## config.mk

```make
export PLATFORM = sky130hd
export DESIGN_NAME = spi_pkt
export DESIGN_NICKNAME = d
export VERILOG_FILES = /design/src/rtl/spi_pkt.sv
export SDC_FILE = /design/constraint.sdc
export NUM_CORES = 1
export LEC_CHECK = 0
export ABC_CLOCK_PERIOD_IN_PS = 3100
export CAP_MARGIN = 10
export CORE_UTILIZATION = 52
export DETAILED_ROUTE_END_ITERATION = 10
export PLACE_DENSITY = 0.86
export SYNTH_ARGS = -nofsm -noshare
export SYNTH_HDL_FRONTEND = slang
export SYNTH_SLANG_ARGS = --single-unit
```

## constraint.sdc

```tcl
create_clock -name clk -period 3.1 [get_ports clk]
set_input_delay 0.465 -clock clk [delete_from_list [all_inputs] [get_ports clk]]
set_output_delay 0.465 -clock clk [all_outputs]
set_load 0.05 [all_outputs]
```

## src/rtl/spi_pkt.sv

```systemverilog
// spi_pkt: serial-to-parallel packer for the SPI receive path.
// One bit of din is taken per clock while en is high. Every DATA_W bits the
// assembled word is presented on dout and byte_flg pulses for one cycle.
// Dropping en, or asserting the active-low rst, throws away any partial word.
module spi_pkt #(
  parameter int DATA_W    = 8,
  parameter bit MSB_FIRST = 1'b1
) (
  input  logic              clk,
  input  logic              rst,
  input  logic              din,
  input  logic              en,
  output logic [DATA_W-1:0] dout,
  output logic              byte_flg
);

  localparam int CNT_W = (DATA_W > 1) ? $clog2(DATA_W) : 1;

  logic [DATA_W-2:0] r_sr;
  logic [CNT_W-1:0]  r_cnt;
  logic [DATA_W-1:0] r_dout;
  logic              r_flg;

  logic [DATA_W-2:0] w_sr_shift;
  logic [DATA_W-1:0] w_word;
  logic              w_last;

  // The DATA_W-th bit of a word is being sampled in this cycle.
  assign w_last = (r_cnt == CNT_W'(DATA_W - 1));

  // Bit ordering is fixed at elaboration time. With DATA_W=2 the shift
  // register holds only one bit, so the shift is just a load of din.
  generate
    if (MSB_FIRST) begin : g_msb
      assign w_word = {r_sr, din};
      if (DATA_W == 2) begin : g_w2
        assign w_sr_shift = din;
      end else begin : g_wn
        assign w_sr_shift = {r_sr[DATA_W-3:0], din};
      end
    end else begin : g_lsb
      assign w_word = {din, r_sr};
      if (DATA_W == 2) begin : g_w2
        assign w_sr_shift = din;
      end else begin : g_wn
        assign w_sr_shift = {din, r_sr[DATA_W-2:1]};
      end
    end
  endgenerate

  // Shift in bits, publish completed words, and pulse the word flag.
  always_ff @(posedge clk) begin
    if (!rst) begin
      r_sr   <= '0;
      r_cnt  <= '0;
      r_dout <= '0;
      r_flg  <= 1'b0;
    end else if (en) begin
      if (w_last) begin
        // The word is complete. Clearing sr and cnt here lets the next
        // bit start a new word with no idle cycle in between.
        r_dout <= w_word;
        r_flg  <= 1'b1;
        r_cnt  <= '0;
        r_sr   <= '0;
      end else begin
        r_sr   <= w_sr_shift;
        r_cnt  <= r_cnt + 1'b1;
        r_flg  <= 1'b0;
      end
    end else begin
      // Idle or frame abort: drop the partial word and keep dout as it is.
      r_sr   <= '0;
      r_cnt  <= '0;
      r_flg  <= 1'b0;
    end
  end

  assign dout     = r_dout;
  assign byte_flg = r_flg;

endmodule

```

# == Word level (Yosys, flattened, before mapping) ==
# Index checks and enable logic that the tools add are counted.
# totals
inputBits,4
elab_cells,12
reg_bits,19
output_inout_bits,9
# classes
n_addsub,1
bitwise,2
n_reduce_logical,3
n_eq_ne,1
mux,1
# ops
operator,count
AND reduction 2 bit,2
"adder 3 x 1 -> 3 bit, second input constant",1
"== test 3 bit, second input constant",1
OR reduction 3 bit,1
inverter 1 bit,2
two-way mux 1 bit,1

# == Depth between registers and ports, before layout ==
# Gate-level depths: netlist of the first run.
# depth
depth_word,2
mapped_depth,6
depth_no_buf,4

# == Worst setup path before layout of the first run ==
# OpenSTA, ideal clock, no wires.
# synth_timing
path_type,register to register
start,reg r_cnt[0]
end,reg r_dout[0] (netlist: dout[0])
n_path_buf,2
synth_period_minus_slack_ns,1.288
stages_incl_launch_ff,7
t_arrival_ns,1.220
setup_ns,0.067
t_required_ns,3.033
path_slack_ns,1.812
cell_sequence,dfxtp_1 -> ha_1 -> ha_1 -> buf_2 -> and2_4 -> buf_6 -> o21ai_2
# synth_between
elab_chain_len,2
# synth_rtl
element,line_no,source
start: declaration,20,logic [CNT_W-1:0] r_cnt;
start signal: assignment,68,r_cnt <= r_cnt + 1'b1;
== test 3 bit,29,assign w_last = (r_cnt == CNT_W'(DATA_W - 1));
net w_last,26,logic w_last;
AND reduction 2 bit (no source line),--,
end signal: assignment,62,r_dout <= w_word;
end: declaration,21,logic [DATA_W-1:0] r_dout;
# The timed path passes the listed nets, and every way through them passes these cells.
# A chain may end at the register's enable or synchronous reset.

# == Worst setup path after layout of the first run ==
# layout_timing
start,reg r_dout[5] (netlist: dout[5])
end,out dout[5]
# layout_rtl
element,line_no,source
end: declaration,13,"output logic [DATA_W-1:0] dout,"
# No word-level cell between the ends.

==> results list, run 1 <==
- The run finished with clean final reports.
- Cell chain of the critical path: clkdlybuf4s50_1
- Vias in the first global route: between 300 and 400
- Slew @ Worst Pin: roughly 540 ps
- The path class of the tightest hold or removal check is flop to flop.
- Final-report hold violation count: 0
- In this run the number of cells on the critical path is 1.
- The number of clock buffers added by TritonCTS is 3.
- After clock tree synthesis, the flow added hold-fix buffers numbering 0.
* Number of vias in the routed layout: 462
* Startpoint of the most critical hold path: dout[2]
* DR DRC count: 0
- In this run the static leakage power is roughly 0.33 nW.
* H-tree lvl count: 1
* Num ports: 13
- After global routing the overflow that remains totals 0.
- CTS max path bufs: 2
- Number of instances in the synthesized netlist: 64
- Unrepaired setup endpoints after global routing: false
- The share of total power dissipated in sequential elements is 0.647.
- Relative area change from synthesis to final layout: 15.3%
- The number of different library cells used by synthesis comes to 11.
- Category of the most critical setup path: flop to output port
* Required time of the critical path: 2630 ps
- CTS tree: built
- Power Density: ~460 mW/mm²
- For this block, the initial DRC count from the detailed router was 5.
* Placer's final routability congestion estimate: roughly 0.66
* Height of the chip: 39.4 µm
- The floorplan step defined a die boundary enclosing about 0.0016 mm².
- Once placement completed, the tool counted placed cells totaling 85.
- For this design, the sink count on the clock tree is 19.
- Bufs and invs on worst path: 1
- Clock transition at path regs: ~100 ps
- Cell area after synthesis: between 700 and 800 µm²
* Maximum Capacitance Violations: 0
- Maximum clock rate: between 500 and 600 MHz
- The final number of max-transition violations is 0.
* Worst slew margin relative to its limit: 0.638
- Diodes inserted: 0
* First-pass GRT wire length: about 1700 µm
- Count of instances resized after the clock tree is built: 0
- The synthesized design contains 19 register bits.
* Cell type of the slowest stage on the worst timing path: clkdlybuf4s50_1
* Critical Path Source Type: flop
- Summed over all layers, the routed wires come to about 1100 µm.
- The number of nets handed over by synthesis was 70.
* Horizontal die dimension: around 40 µm
- Fraction of layout instances using a drive strength above 1: 0.311
* Vias per cell: 5.19
- Minimum setup slack after placement: ~1100 ps
- Setup Viol. Count Final: 0
- Warning count from the yosys run: 0
- VDD IR max: about 300 µV
- The core region is 0.00130 mm².
- Summed negative setup slack over all endpoints: 0 ps
- The worst setup path is captured at an output port.
* Worst EP arrival: 1460 ps
* End of the worst hold path: dout[2]
* Power share of the clock group: 0.315
* Share of power burned in combinational logic: 0.038
- Number of setup buffers added after CTS: 0
- Delay of the slowest cell on the worst path: roughly 800 ps
- The internal portion of the total power is ~300 µW.
- Once layout is complete, the utilization of the core stands at 0.644.
* Final worst path period need: between 1500 and 2000 ps
- Std cell rows: 13
- Root buffer selected by CTS: clkbuf_4
* Global routing usage summed across all routing layers: 0.181
- Fraction of the cycle the final worst path needs: 0.621
- Routed wire length per instance: about 12 µm
- Sum of net half-perimeters after detailed placement: approximately 800 µm
- For this run, the detailed router's first-pass iteration total came to 3.
- Antenna-violating nets left: 0
* Worst-skew pair later-pin latency: slightly below 300 ps
- For this run, the number of standard cells in the final layout without fillers is 89.
* Worst flop-to-flop path startpoint: r_cnt[0]
- Each instance of the synthesized netlist takes up on average between 10 and 15 µm².
- Counting instances, the worst hold path has a depth of 2.
* Switching fraction of total power: 0.213
- In this run the power spent charging and discharging nets is between 80 and 90 µW.
- Sequential area share after synthesis: 0.523
- Cell count of the worst reg-to-reg path: 4
* Initial core utilization: 0.559
- The number of antenna violations at the first check in global routing was 0.
* Crit path setup slack, layout: around 1200 ps
- Entering global routing, the biggest net connects 19 pins.
* IO buf count: 12
- In this run the worst path has a maximum fanout of 2.
- Top cell family by delay on the critical path: buffers and inverters
- Worst reg2reg setup slack: 1510 ps
- Number of nets in the final layout: 81
- Worst Clk Skew: around 1.2 ps
- In this run the critical register-to-register path is captured at r_cnt[0].
-- synth_stat cells --
cell	instances	area (µm²)
nand4_1	8	50.1
buf_6	4	45.0
and3_1	1	6.26
and2_4	10	87.6
and3b_1	1	8.76
dfxtp_1	19	380
nor2b_4	1	13.8
ha_1	2	25.0
buf_2	2	10.0
nand2_1	8	30.0
o21ai_2	8	70.1
-- sequential cells by signal, summed over array words and instances, names as in the netlist --
name	cells
dout	8
r_sr	7
r_cnt	3
byte_flg	1
-- power by group through the flow --
stage	logic, mW	registers [mW]	clock network [mW]
finish	0.0146	0.247	0.120
global route	0.0157	0.248	0.138
CTS	0.0147	0.247	0.125
detailed placement	0.0144	0.253	0
global placement	0.0139	0.253	0
floorplan	0.0132	0.253	0
-- cells in the final DEF, fill, tap and decap left out, drive strengths merged --
master	n
nand2	8
nor2b	1
dfxtp	19
ha	2
nand4	8
and3	1
clkdlybuf4s50	12
clkbuf	3
o21ai	8
and2	10
clkinv	1
and3b	1
-- how the worst max path moves through the flow --
stage                     startpoint        to  slack [ps]
after floorplan             r_cnt[0]   dout[0]        1810
after global placement           rst  r_cnt[0]        1160
after detailed placement         rst  r_cnt[0]        1130
after CTS                    dout[5]   dout[5]        1170
after global routing         dout[5]   dout[5]        1120
final                        dout[5]   dout[5]        1170
-- routing by layer --
metal,global-route usage,vias up,part of all wire
met4,0.155,0,0.019
met2,0.275,8,0.49
li1,-,239,-
met1,0.206,211,0.46
met5,0,-,0
met3,0.0511,4,0.028
-- per-stage QoR --
stage          hold slack [ps]  power [mW]  cell area, µm²
2_1_floorplan              438       0.266             727
6_report                   467       0.382             838
3_3_place_gp               448       0.267             811
4_1_cts                    468       0.387             838
3_5_place_dp               453       0.268             811
5_1_grt                    487       0.401             838
-- area by class of cell --
class | instances | area [µm²]
clock inverter | 1 | 5.00
multi-input combinational | 39 | 292
sequential | 19 | 380
fill | 112 | 463
clock buffer | 3 | 22.5
tap | 15 | 18.8
timing repair buffer | 12 | 120
-- cells by family after synthesis --
group | after synthesis | synth area share
buf+inv | 6 | 0.0757
compound gates | 8 | 0.0964
simple gates | 29 | 0.270
fa+ha+maj | 2 | 0.0344
flops | 19 | 0.523
-- worst min-delay path, cell delays in order (launching register included) --
cell and delay (ps):
dfxtp_1 320, nand2_1 70, o21ai_2 50
(Power assumes the default switching activity.)
==> run 2: changes to the inputs <==
==> config.mk (replaced) <==
export PLATFORM = sky130hd
export DESIGN_NAME = spi_pkt
export DESIGN_NICKNAME = d
export VERILOG_FILES = /design/src/rtl/spi_pkt.sv
export SDC_FILE = /design/constraint.sdc
export NUM_CORES = 1
export LEC_CHECK = 0
export ABC_CLOCK_PERIOD_IN_PS = 1550
export CAP_MARGIN = 10
export CORE_UTILIZATION = 44
export DETAILED_ROUTE_END_ITERATION = 10
export PLACE_DENSITY = 0.78
export SYNTH_ARGS = -nofsm -noshare
export SYNTH_HDL_FRONTEND = slang
export SYNTH_SLANG_ARGS = --single-unit
==> constraint.sdc (replaced) <==
create_clock -name clk -period 1.55 [get_ports clk]
set_input_delay 0.2325 -clock clk [delete_from_list [all_inputs] [get_ports clk]]
set_output_delay 0.2325 -clock clk [all_outputs]
set_load 0.05 [all_outputs]
==> results list, run 2 (synthesis gave the netlist of run 1 again) <==
- Final worst path period need: roughly 1400 ps
- The count of endpoints failing setup in the final report is 0 (unchanged).
- The final number of max-transition violations came to 0 (unchanged).
- The placed cell count came to 89 (was 85).
* Commonest non-fill, non-tap cell in the layout: dfxtp_1 (unchanged)
- Met2 usage: 0.221 (was 0.275)
- The path depth of the worst reg2reg path came to 4 (unchanged).
* Full die area: 0.00182 mm² (was 0.00155 mm²)
* Power Density: 924 mW/mm² (was 456 mW/mm²)
- The violation count after the first detailed-route iteration was 9 (was 5).
- Fraction of the cycle the final worst path needs: 0.906
- Commonest non-fill, non-tap cells in the layout: 19 x dfxtp_1, 12 x buf_4, 10 x and2_4 (was 19 x dfxtp_1, 12 x clkdlybuf4s50_1, 10 x and2_4)
- Worst EP arrival: 1650 ps (was 1460 ps)
- The endpoint class of the critical path was a flop (was output port).
* Number of vias in the routed layout: 476 (was 462)
- End of the worst register-to-register path: r_cnt[0] (unchanged)
- Total of fill cells in the finished design: 151 (was 112)
* Required time of the critical path: 1790 ps (was 2630 ps)
* Count of instances resized after the clock tree is built: 0 (unchanged)
* Worst flop-to-flop path startpoint: r_cnt[0] (unchanged)
- The minimum setup slack after placement was 148 ps (was 1130 ps).
- The endpoint of the worst hold-timing path is dout[2] (unchanged).
- Critical Path Source Type: flop (unchanged)
* Crit path setup slack, layout: 145 ps (was 1170 ps)
- DR DRC count: 0 (unchanged)
- The source-to-sink clock delay at the later pin of the worst-skew pair was 300 ps (was 290 ps).
- Worst Clk Skew: 7.48 ps (was 1.24 ps)
- The total iterations of the first detailed-routing run is 4 (was 3).
* Unrepaired setup endpoints after global routing: false (unchanged)
- H-tree lvl count: 1 (unchanged)
* CTS tree: built (unchanged)
* Hold Path Cell Cnt: 2 (unchanged)
- Met1 capacity usage during global routing: 0.180 (was 0.206)
* Antenna-violating nets left: 0 (unchanged)
- Largest fanout on the critical path: 10 (was 2)
- Startpoint of the most critical hold path: dout[2] (unchanged)
- The die width was 42.6 µm (was 39.4 µm).
- The maximum clock path buffer count is 2 (unchanged).
- The transition time at the pin with the least slew margin is 329 ps (was 541 ps).
- Static timing analysis puts the maximum clock frequency at about 710 MHz.
- Pin count of the biggest net entering global routing: 18 (was 19)
* Summed negative setup slack over all endpoints: 0 ps (unchanged)
- The layout net count was 84 (was 81).
- Count of placed standard cells in the final layout, fillers left out: 93 (was 89)
* Num CTS Buffers: 3 (unchanged)
* Routed wire length per instance: 11.8 µm (was 12.5 µm)
* Num ports: 13 (unchanged)
- The number of global-route vias before repair is 463 (was 394).
- The max capacitance violation total is 0 (unchanged).
- Core region area: 0.00152 mm² (was 0.00130 mm²)
- GRT busiest layer: met2 (unchanged)
- Std cell rows: 14 (was 13)
- Post-detailed-routing wire length: 1100 µm (was 1110 µm)
- Clock transition at path regs: 100 ps (about the same)
- The number of sinks driven by the clock tree is 19 (unchanged).
- Leakage: 0.365 nW (was 0.334 nW)
* Fraction of met3 tracks used by global routing: 0.0776 (was 0.0511)
- The final weighted congestion in routability-driven placement was 0.688 (was 0.664).
- Type of the worst min-delay path: flop to flop (unchanged)
- Diodes inserted: 0 (unchanged)
- Remaining Overflow, GRT: 0 (unchanged)
- Sum of net half-perimeters after detailed placement: 775 µm (was 803 µm)
- The initial standard-cell utilization of the core is 0.477 (was 0.559).
* Flip-flop count of the largest register after layout: 8 (unchanged)
* Final-report hold violation count: 0 (unchanged)
- Fraction of layout instances using a drive strength above 1: 0.442 (was 0.311)
- Number of setup buffers added after CTS: 0 (unchanged)
- Relative area change from synthesis to final layout: 15.3% (unchanged)
* Global routing usage summed across all routing layers: 0.154 (was 0.181)
* First-pass GRT wire length: 1990 µm (was 1730 µm)
* Vias per cell: 5.12 (was 5.19)
* IO buf count: 12 (unchanged)
* VDD IR max: 647 µV (was 300 µV)
* Result of the run: finished clean (unchanged)
* Category of the most critical setup path: flop to flop (was flop to output port)
- Height of the chip: 42.6 µm (was 39.4 µm)
- The number of antenna violations at the first check in global routing came to 0 (unchanged).
- The normalized max-slew margin is 0.781 (was 0.638).
- Root buffer selected by CTS: clkbuf_4 (unchanged)
- Number of hold buffers added after cts: 0 (unchanged)
- Worst reg2reg setup slack: 150 ps (was 1510 ps)
-- run 2: layer usage --
metal	part of all wire	routed length (µm)
met1	0.49	536
met2	0.45	493
met3	0.044	48
met4	0.022	24
met5	0	0
-- run 2: through the flow --
step | power, mW | cell area (µm²) | hold slack, ps | util
CTS | 0.784 | 838 | 466 | 0.550
global route | 0.808 | 838 | 488 | 0.550
finish | 0.774 | 838 | 464 | 0.550
global placement | 0.539 | 812 | 447 | 0.533
detailed placement | 0.540 | 812 | 452 | 0.533
floorplan | 0.532 | 727 | 368 | -
-- run 2: worst max-delay path by stage --
stage              from       end  depth (start not counted)
4_1_cts        r_cnt[0]  r_cnt[0]                          4
5_1_grt        r_cnt[0]  r_cnt[0]                          4
6_report       r_cnt[0]  r_cnt[0]                          4
2_1_floorplan  r_cnt[0]   dout[0]                          6
3_5_place_dp   r_cnt[0]  r_cnt[0]                          4
3_3_place_gp   r_cnt[0]  r_cnt[0]                          4
-- run 2: worst max-delay path: stages (launching register included) --
cell and delay, ps:
dfxtp_1 350, ha_1 210, ha_1 190, and3b_1 410, nor2b_4 200
-- run 2: where the power goes --
part           internal (mW)  total [mW]  switching [mW]
logic                 0.0168      0.0334          0.0167
registers              0.492       0.495         0.00273
clock network          0.100       0.246           0.146
total                  0.609       0.774           0.165
-- run 2: area by class of cell --
class,instances,area [µm²],share of cell area
Sequential cell,19,380,0.454
Timing Repair Buffer,15,120,0.143
Clock buffer,4,26.3,0.0313
Tap cell,16,20.0,0.0239
Multi-Input combinational cell,39,292,0.348
